===== src/rtl/clock_pkg.sv =====
// rtl/clock_pkg.sv - shared encodings and field limits for the clock design
package clock_pkg;

  typedef enum logic [1:0] {
    ST_RUN   = 2'd0,
    ST_SET_H = 2'd1,
    ST_SET_M = 2'd2,
    ST_SET_S = 2'd3
  } set_state_e;

  localparam int HOUR_W     = 5;
  localparam int MINSEC_W   = 6;
  localparam int HOUR_MAX   = 23;
  localparam int MINSEC_MAX = 59;

endpackage


===== src/rtl/mod_counter.sv =====
// rtl/mod_counter.sv - enabled modulo-(MAX+1) counter with carry-out
module mod_counter #(
  parameter int WIDTH = 6,
  parameter int MAX   = 59
) (
  input  logic             clock,
  input  logic             reset,
  input  logic             en,
  output logic [WIDTH-1:0] value,
  output logic             carry
);

  localparam logic [WIDTH-1:0] VAL_MAX = WIDTH'(MAX);

  logic [WIDTH-1:0] value_q, value_d;
  logic             at_max;

  assign at_max = (value_q == VAL_MAX);

  always_comb begin
    value_d = value_q;
    if (en) begin
      value_d = at_max ? '0 : value_q + WIDTH'(1);
    end
  end

  always_ff @(posedge clock or negedge reset) begin
    if (!reset) begin
      value_q <= '0;
    end else begin
      value_q <= value_d;
    end
  end

  assign value = value_q;
  assign carry = en && at_max;

endmodule


===== src/rtl/clock_set_ctrl.sv =====
// rtl/clock_set_ctrl.sv - timekeeping, time-setting FSM and field blink control
module clock_set_ctrl
  import clock_pkg::*;
#(
  parameter int BLINK_TICKS = 25
) (
  input  logic                clock,
  input  logic                reset,
  input  logic                time_flag,
  input  logic                second_tick,
  input  logic                mode_press,
  input  logic                inc_press,
  output logic [HOUR_W-1:0]   hour,
  output logic [MINSEC_W-1:0] minute,
  output logic [MINSEC_W-1:0] second,
  output logic [1:0]          set_sel,
  output logic                blink
);

  localparam int               CNT_W    = (BLINK_TICKS > 1) ? $clog2(BLINK_TICKS) : 1;
  localparam logic [CNT_W-1:0] CNT_LAST = CNT_W'(BLINK_TICKS - 1);

  set_state_e       state_q, state_d;
  logic [CNT_W-1:0] cnt_q, cnt_d;
  logic             blink_q, blink_d;

  logic inc_acc;
  logic in_run;
  logic sec_en, min_en, hour_en;
  logic sec_carry, min_carry, hour_carry_unused;

  assign in_run  = (state_q == ST_RUN);
  // A mode press on the same edge always wins over an increment.
  assign inc_acc = inc_press && !mode_press && !in_run;

  assign sec_en  = in_run ? second_tick : (inc_acc && state_q == ST_SET_S);
  assign min_en  = in_run ? sec_carry   : (inc_acc && state_q == ST_SET_M);
  assign hour_en = in_run ? min_carry   : (inc_acc && state_q == ST_SET_H);

  mod_counter #(.WIDTH(MINSEC_W), .MAX(MINSEC_MAX)) u_sec (
    .clock (clock),
    .reset (reset),
    .en    (sec_en),
    .value (second),
    .carry (sec_carry)
  );

  mod_counter #(.WIDTH(MINSEC_W), .MAX(MINSEC_MAX)) u_min (
    .clock (clock),
    .reset (reset),
    .en    (min_en),
    .value (minute),
    .carry (min_carry)
  );

  mod_counter #(.WIDTH(HOUR_W), .MAX(HOUR_MAX)) u_hour (
    .clock (clock),
    .reset (reset),
    .en    (hour_en),
    .value (hour),
    .carry (hour_carry_unused)
  );

  always_comb begin
    state_d = state_q;
    cnt_d   = cnt_q;
    blink_d = blink_q;

    if (mode_press) begin
      case (state_q)
        ST_RUN:   state_d = ST_SET_H;
        ST_SET_H: state_d = ST_SET_M;
        ST_SET_M: state_d = ST_SET_S;
        default:  state_d = ST_RUN;
      endcase
    end

    // Keep the edited digit visible on entry and while it is being adjusted.
    if (in_run || mode_press || inc_acc) begin
      cnt_d   = '0;
      blink_d = 1'b1;
    end else if (time_flag) begin
      if (cnt_q == CNT_LAST) begin
        cnt_d   = '0;
        blink_d = ~blink_q;
      end else begin
        cnt_d = cnt_q + CNT_W'(1);
      end
    end
  end

  always_ff @(posedge clock or negedge reset) begin
    if (!reset) begin
      state_q <= ST_RUN;
      cnt_q   <= '0;
      blink_q <= 1'b1;
    end else begin
      state_q <= state_d;
      cnt_q   <= cnt_d;
      blink_q <= blink_d;
    end
  end

  assign set_sel = state_q;
  assign blink   = blink_q;

endmodule


===== config.mk =====
export PLATFORM = sky130hd
export DESIGN_NAME = clock_set_ctrl
export DESIGN_NICKNAME = d
export VERILOG_FILES = /design/src/rtl/clock_pkg.sv /design/src/rtl/mod_counter.sv /design/src/rtl/clock_set_ctrl.sv
export SDC_FILE = /design/constraint.sdc
export NUM_CORES = 1
export LEC_CHECK = 0
export ABC_AREA = 1
export CORE_MARGIN = 3
export CORE_UTILIZATION = 40
export DETAILED_ROUTE_END_ITERATION = 12
export PLACE_DENSITY = 0.69
export SYNTH_ARGS = -nofsm -noshare
export SYNTH_HDL_FRONTEND = slang
export SYNTH_SLANG_ARGS = --single-unit

===== constraint.sdc =====
create_clock -name clock -period 4.75 [get_ports clock]
set_input_delay 0.7125 -clock clock [delete_from_list [all_inputs] [get_ports clock]]
set_output_delay 0.7125 -clock clock [all_outputs]
set_load 0.005 [all_outputs]

# Yosys cells after proc, flatten, opt, wreduce, memory -nomap -nowiden

Index checks and enable logic that the tools add are counted.

Register bits: 25
Output and inout port bits: 20

Add/sub/neg operators: 4
Equality and inequality tests: 7
Muxes and demuxes: 13
Bitwise gates (word level): 1
Reduce and logical (&&, ||, !) cells: 15

Operators by type and width:

| cell                  | count |
|---|---|
| $mux W5               | 4 |
| $add A6 B1 Y6 const B | 2 |
| $eq A6 B6 Y1 const B  | 2 |
| $mux W6               | 2 |
| $add A5 B1 Y5 const B | 2 |
| $eq A5 B5 Y1 const B  | 2 |
| $logic_and A1 B1 Y1   | 7 |
| $mux W1               | 6 |
| $pmux W2 S3           | 1 |
| $eq A2 B2 Y1 const B  | 2 |
| $reduce_bool A2 Y1    | 2 |
| $eq A2 B1 Y1 const B  | 1 |
| $logic_not A1 Y1      | 2 |
| $logic_not A2 Y1      | 1 |
| $logic_or A1 B1 Y1    | 2 |
| $reduce_and A2 Y1     | 1 |
| $not A1 Y1            | 1 |

# Logic depth before layout (Yosys ltp)

Depth in word-level cells: 9
Gate-level depth with buffers: 11
Gate-level depth less buffers: 11

# Cells and area by module

A second synthesis with hierarchy kept.

Cells, all modules: 170
Area total of the unflattened synthesis: 1455.1 µm²

By module, submodules not included:

| module                   | instances | cells each | area an instance (µm²) |
|---|---|---|---|
| mod_counter at u_min ... | 2         | 37         | 320.3 |
| clock_set_ctrl           | 1         | 68         | 560.5 |
| mod_counter at u_hour    | 1         | 28         | 254.0 |

# Least setup slack after synthesis

No wires, ideal clock.

Path kind: register to register
From: register state_q[0] (netlist: set_sel[0])
To: register u_min.value_q[0] (netlist: u_min.value[0])
Arrival: 1.577 ns
Required time: 4.631 ns
Setup slack: 3.054 ns
Cell stages (with the launch flop): 11
Period minus slack after synthesis: 1.696 ns
Cells stage by stage: dfrtp_1 inv_1 ha_1 nor2_2 nand3_2 nand2_2 nand3_2 nand2_4 buf_6 o21ai_1 o21a_1

Cells in the longest elaborated chain, start to end: 7
Elaborated cells on any way between the ends: 10
Classes of those cells: eq/ne: 2; mux: 2; reduce/logical: 6

Ends and longest elaborated chain:

| element                | RTL line             | source |
|---|---|---|
| from (decl)            | clock_set_ctrl.sv:23 | `set_state_e state_q, state_d;` |
| from (signal assigned) | clock_set_ctrl.sv:98 | `state_q <= state_d;` |
| $logic_not A2 Y1       | clock_set_ctrl.sv:32 | `assign in_run = (state_q == ST_RUN);` |
| $logic_not A1 Y1       | clock_set_ctrl.sv:34 | `assign inc_acc = inc_press && !mode_press && !in_run;` |
| $logic_and A1 B1 Y1    | clock_set_ctrl.sv:34 |  |
| $logic_and A1 B1 Y1    | clock_set_ctrl.sv:36 | `assign sec_en = in_run ? second_tick : (inc_acc && state_q == ST_SET_S);` |
| $mux W1                | clock_set_ctrl.sv:36 |  |
| $logic_and A1 B1 Y1    | mod_counter.sv:36    | `assign carry = en && at_max;` |
| $mux W1 (*)            | clock_set_ctrl.sv:37 | `assign min_en = in_run ? sec_carry : (inc_acc && state_q == ST_SET_M);` |
| to (signal assigned)   | mod_counter.sv:31    | `value_q <= value_d;` |
| to (decl)              | mod_counter.sv:15    | `logic [WIDTH-1:0] value_q, value_d;` |

Mark *: on every way between the ends. The rest lies on a longest branch, timed or not.
A chain may end at the register's enable or synchronous reset.

# Worst setup path after layout

From: register blink_q (netlist: blink)
To: output port blink

RTL lines:

| element                | RTL line              | source |
|---|---|---|
| from (decl)            | clock_set_ctrl.sv:25  | `logic blink_q, blink_d;` |
| from (signal assigned) | clock_set_ctrl.sv:100 | `blink_q <= blink_d;` |
| to (decl)              | clock_set_ctrl.sv:17  | `output logic blink` |

No word-level cell between the ends.

==> Implementation_results.wiki <==
{| class="wikitable"
! Metric !! Value
|-
| Static power due to leakage || 0.836 nW
|-
| Antenna diode instance count || 0
|-
| Floorplan die height || 65.8 µm
|-
| Maximum capacitance violations || 0
|-
| Synth Instances || 172
|-
| Summed instance area of the synthesized netlist || 1430 µm²
|-
| Final count of negative-setup-slack endpoints || 0
|-
| Sequence of cells on the critical path || clkdlybuf4s50_1
|-
| VDD IR-drop max || 0.000194 V
|-
| Clock Sink Count || 25
|-
| Clock insertion delay at the later pin of the skew report || 0.32 ns
|-
| Number of library cell types mapped by synthesis || 24
|-
| P&R area growth vs syn || 22.6%
|-
| Category of the critical setup timing path || reg2out
|-
| Global Route Usage Sum || 14.4%
|-
| CTS Buf Count || 3
|-
| Number of placed instances, taps included || 242
|-
| Kind of end point of the critical path || output pin
|-
| Total buffers and inverters traversed by the critical path || 1
|-
| Part of the cycle the worst path needs || 43.8%
|-
| Crit start category || flip-flop
|-
| Maximum number of pins on one net before global-route repair || 26
|-
| Final Instance Count excl. Fillers || 246
|-
| Synthesis warning total || 0
|-
| Total number of nets in the final design || 216
|-
| Chip Width || 65.8 µm
|-
| Number of buffers added for setup after CTS || 0
|-
| Total of buffers placed on input and output ports || 25
|-
| Met3 layer usage reported by global route || 4.96%
|-
| Initial core utilization || 42.2%
|-
| Initial detailed-routing violation count || 110
|-
| Layer with the highest usage || met2
|-
| Slew @ Worst Pin || 1.13 ns
|-
| Final GP Congestion || 0.879
|-
| Largest incremental delay on the critical path || 0.56 ns
|-
| Largest cells by area after synthesis || sky130_fd_sc_hd__dfrtp_1 42%, sky130_fd_sc_hd__nand2_1 9.7%, sky130_fd_sc_hd__ha_1 7.9%
|-
| TritonCTS clock tree || done
|-
| Data arrival, critical path || 1.37 ns
|-
| Average cell area after synthesis || 8.31 µm²
|-
| EDFF count, synth || 0
|-
| Maximum buffer depth of the clock tree || 2
|-
| Row Count || 21
|-
| Worst Hold Class || reg2reg
|-
| Dpl hpwl || 2180 µm
|-
| Fraction of the yosys area taken by sequential cells || 43.9%
|-
| Final-report hold violation count || 0
|-
| Worst-path fanout max || 3
|-
| Minimum setup slack in the final design || 2.67 ns
|-
| Total number of vias || 1229
|-
| Worst slew margin || 24.4%
|-
| Pwr dens || 465 nW/µm²
|-
| Residual DRC || 0
|-
| Clock Tree Root || sky130_fd_sc_hd__clkbuf_4
|-
| Antenna violations before repair || 0
|-
| Synth top area share || 42.0%
|-
| Post-placement setup slack || 2.41 ns
|-
| Clock skew || 0.00481 ns
|-
| Number of placed I/O pins || 26
|-
| Grt met1 use || 17.3%
|-
| Critical Path RT || 4.04 ns
|-
| Wirelength, routed || 2830 µm
|-
| Result of the run || finished clean
|-
| Synthesized netlist net count || 187
|-
| Met2 track demand over resource || 25.2%
|-
| Placeable core area || 3390 µm²
|-
| Post-layout util || 51.7%
|-
| Cell accounting for the most synthesized area || sky130_fd_sc_hd__dfrtp_1
|-
| Mean number of vias per cell || 5.00
|-
| Register clock-pin slew on the reported worst setup and hold paths || 0.13 ns
|-
| Routed wire per std cell || 11.5 µm
|-
| Initial DRT Pass Iterations || 4
|-
| H-Tree Level Count || 1
|-
| Commonest cells in the synthesized netlist || 37 x sky130_fd_sc_hd__nand2_1, 24 x sky130_fd_sc_hd__dfrtp_1, 22 x sky130_fd_sc_hd__nand3_1
|-
| Highest clock rate || 0.481 GHz
|-
| Number of global-route vias before repair || 1172
|-
| Share of flip-flops with an asynchronous set or reset || 100%
|-
| Setup TNS || 0 ns
|-
| Most used standard cell by instance count after synthesis || sky130_fd_sc_hd__nand2_1
|-
| Die ar. || 4330 µm²
|-
| Grt total ovfl || 0
|-
| RSZ-0062 raised after global routing || no
|-
| Dominant delay contributor by cell family on the critical path || flip-flops
|-
| Number of resized instances in the post-cts repair step || 0
|-
| Residual antenna-violating net count after detailed routing || 0
|-
| Final worst path period need || 2.08 ns
|-
| Cell with the biggest individual delay on the critical path || sky130_fd_sc_hd__dfstp_2
|-
| Number of slew-limit violations in the final report || 0
|-
| Wire length of the first global-routing pass || 4930 µm
|-
| Most instantiated flip-flop cell in the synthesis netlist || sky130_fd_sc_hd__dfrtp_1
|-
| Synthesized flop and latch total || 25
|-
| Hold-fix buffers, CTS || 0
|-
| Fraction of final layout cells with drive strength greater than 1 || 7.50%
|}
-- area by class of cell --
| cell class | count | area, µm² |
|---|---|---|
| Clock buffer | 4 | 26.3 |
| Inverter | 19 | 71.3 |
| Fill cell | 329 | 1640 |
| Sequential cell | 25 | 627 |
| Timing Repair Buffer | 25 | 250 |
| Multi-Input combinational cell | 127 | 719 |
| Tap cell | 46 | 57.6 |
-- through the flow --
stage	power (mW)	instance area, µm²	hold WS, ns
global placement	0.715	1730	0.485
CTS	0.831	1750	0.502
floorplan	0.543	1430	0.417
finish	0.815	1750	0.499
global route	0.892	1750	0.543
detailed placement	0.729	1730	0.479
-- layer usage --
metal / wire length [µm] / part of all wire [%]
met5: 0 / 0
met4: 14 / 0.49
met3: 161 / 5.7
met2: 1380 / 49
met1: 1280 / 45
-- flip-flops by register name (all words and copies together) (netlist names) --
name / count
blink: 1
cnt_q: 5
set_sel: 2
u_hour.value: 5
u_min.value: 6
u_sec.value: 6
-- power breakdown --
group	leakage, nW	internal, mW	total (mW)	switching, mW
Combinational	0.504	0.197	0.365	0.168
Sequential	0.316	0.280	0.355	0.0756
Clock	0.0150	0.0328	0.0952	0.0624
Total	0.836	0.509	0.815	0.306
-- placed cells by master, fill, tap and decap left out, drive strengths merged, types with 4 or more instances in the layout --
cell	count
a21oi	9
clkbuf	4
clkdlybuf4s50	25
dfrtp	24
ha	9
inv	19
nand2	40
nand3	25
nor2	14
nor3	4
o21ai	12
xor2	5
-- kinds of logic after synthesis --
logic type,after synthesis,synth area share [%]
DFF,25,43.9
muxes,1,0.788
xor gates and xnor gates,5,3.06
and+or+nand+nor,89,29.9
adders and majority gates,9,7.88
AOI/OAI and AO/OA,23,8.67
buffers and inverters,20,5.78
-- path summary, 6_finish.rpt --
path | start | end | slack (ns) | depth (start not counted)
worst max-delay path | blink | blink | 2.67 | 1
worst min-delay path | u_sec.value[5] | u_sec.value[5] | 0.50 | 1
worst max register to register | set_sel[0] | u_hour.value[1] | 2.82 | 11
worst min register to register | u_sec.value[5] | u_sec.value[5] | 0.50 | 1
max in group asynchronous | reset | cnt_q[3] | 3.09 | 1
min in group asynchronous | reset | u_min.value[3] | 0.98 | 1
Note: power is estimated with default switching activity, not from simulation.
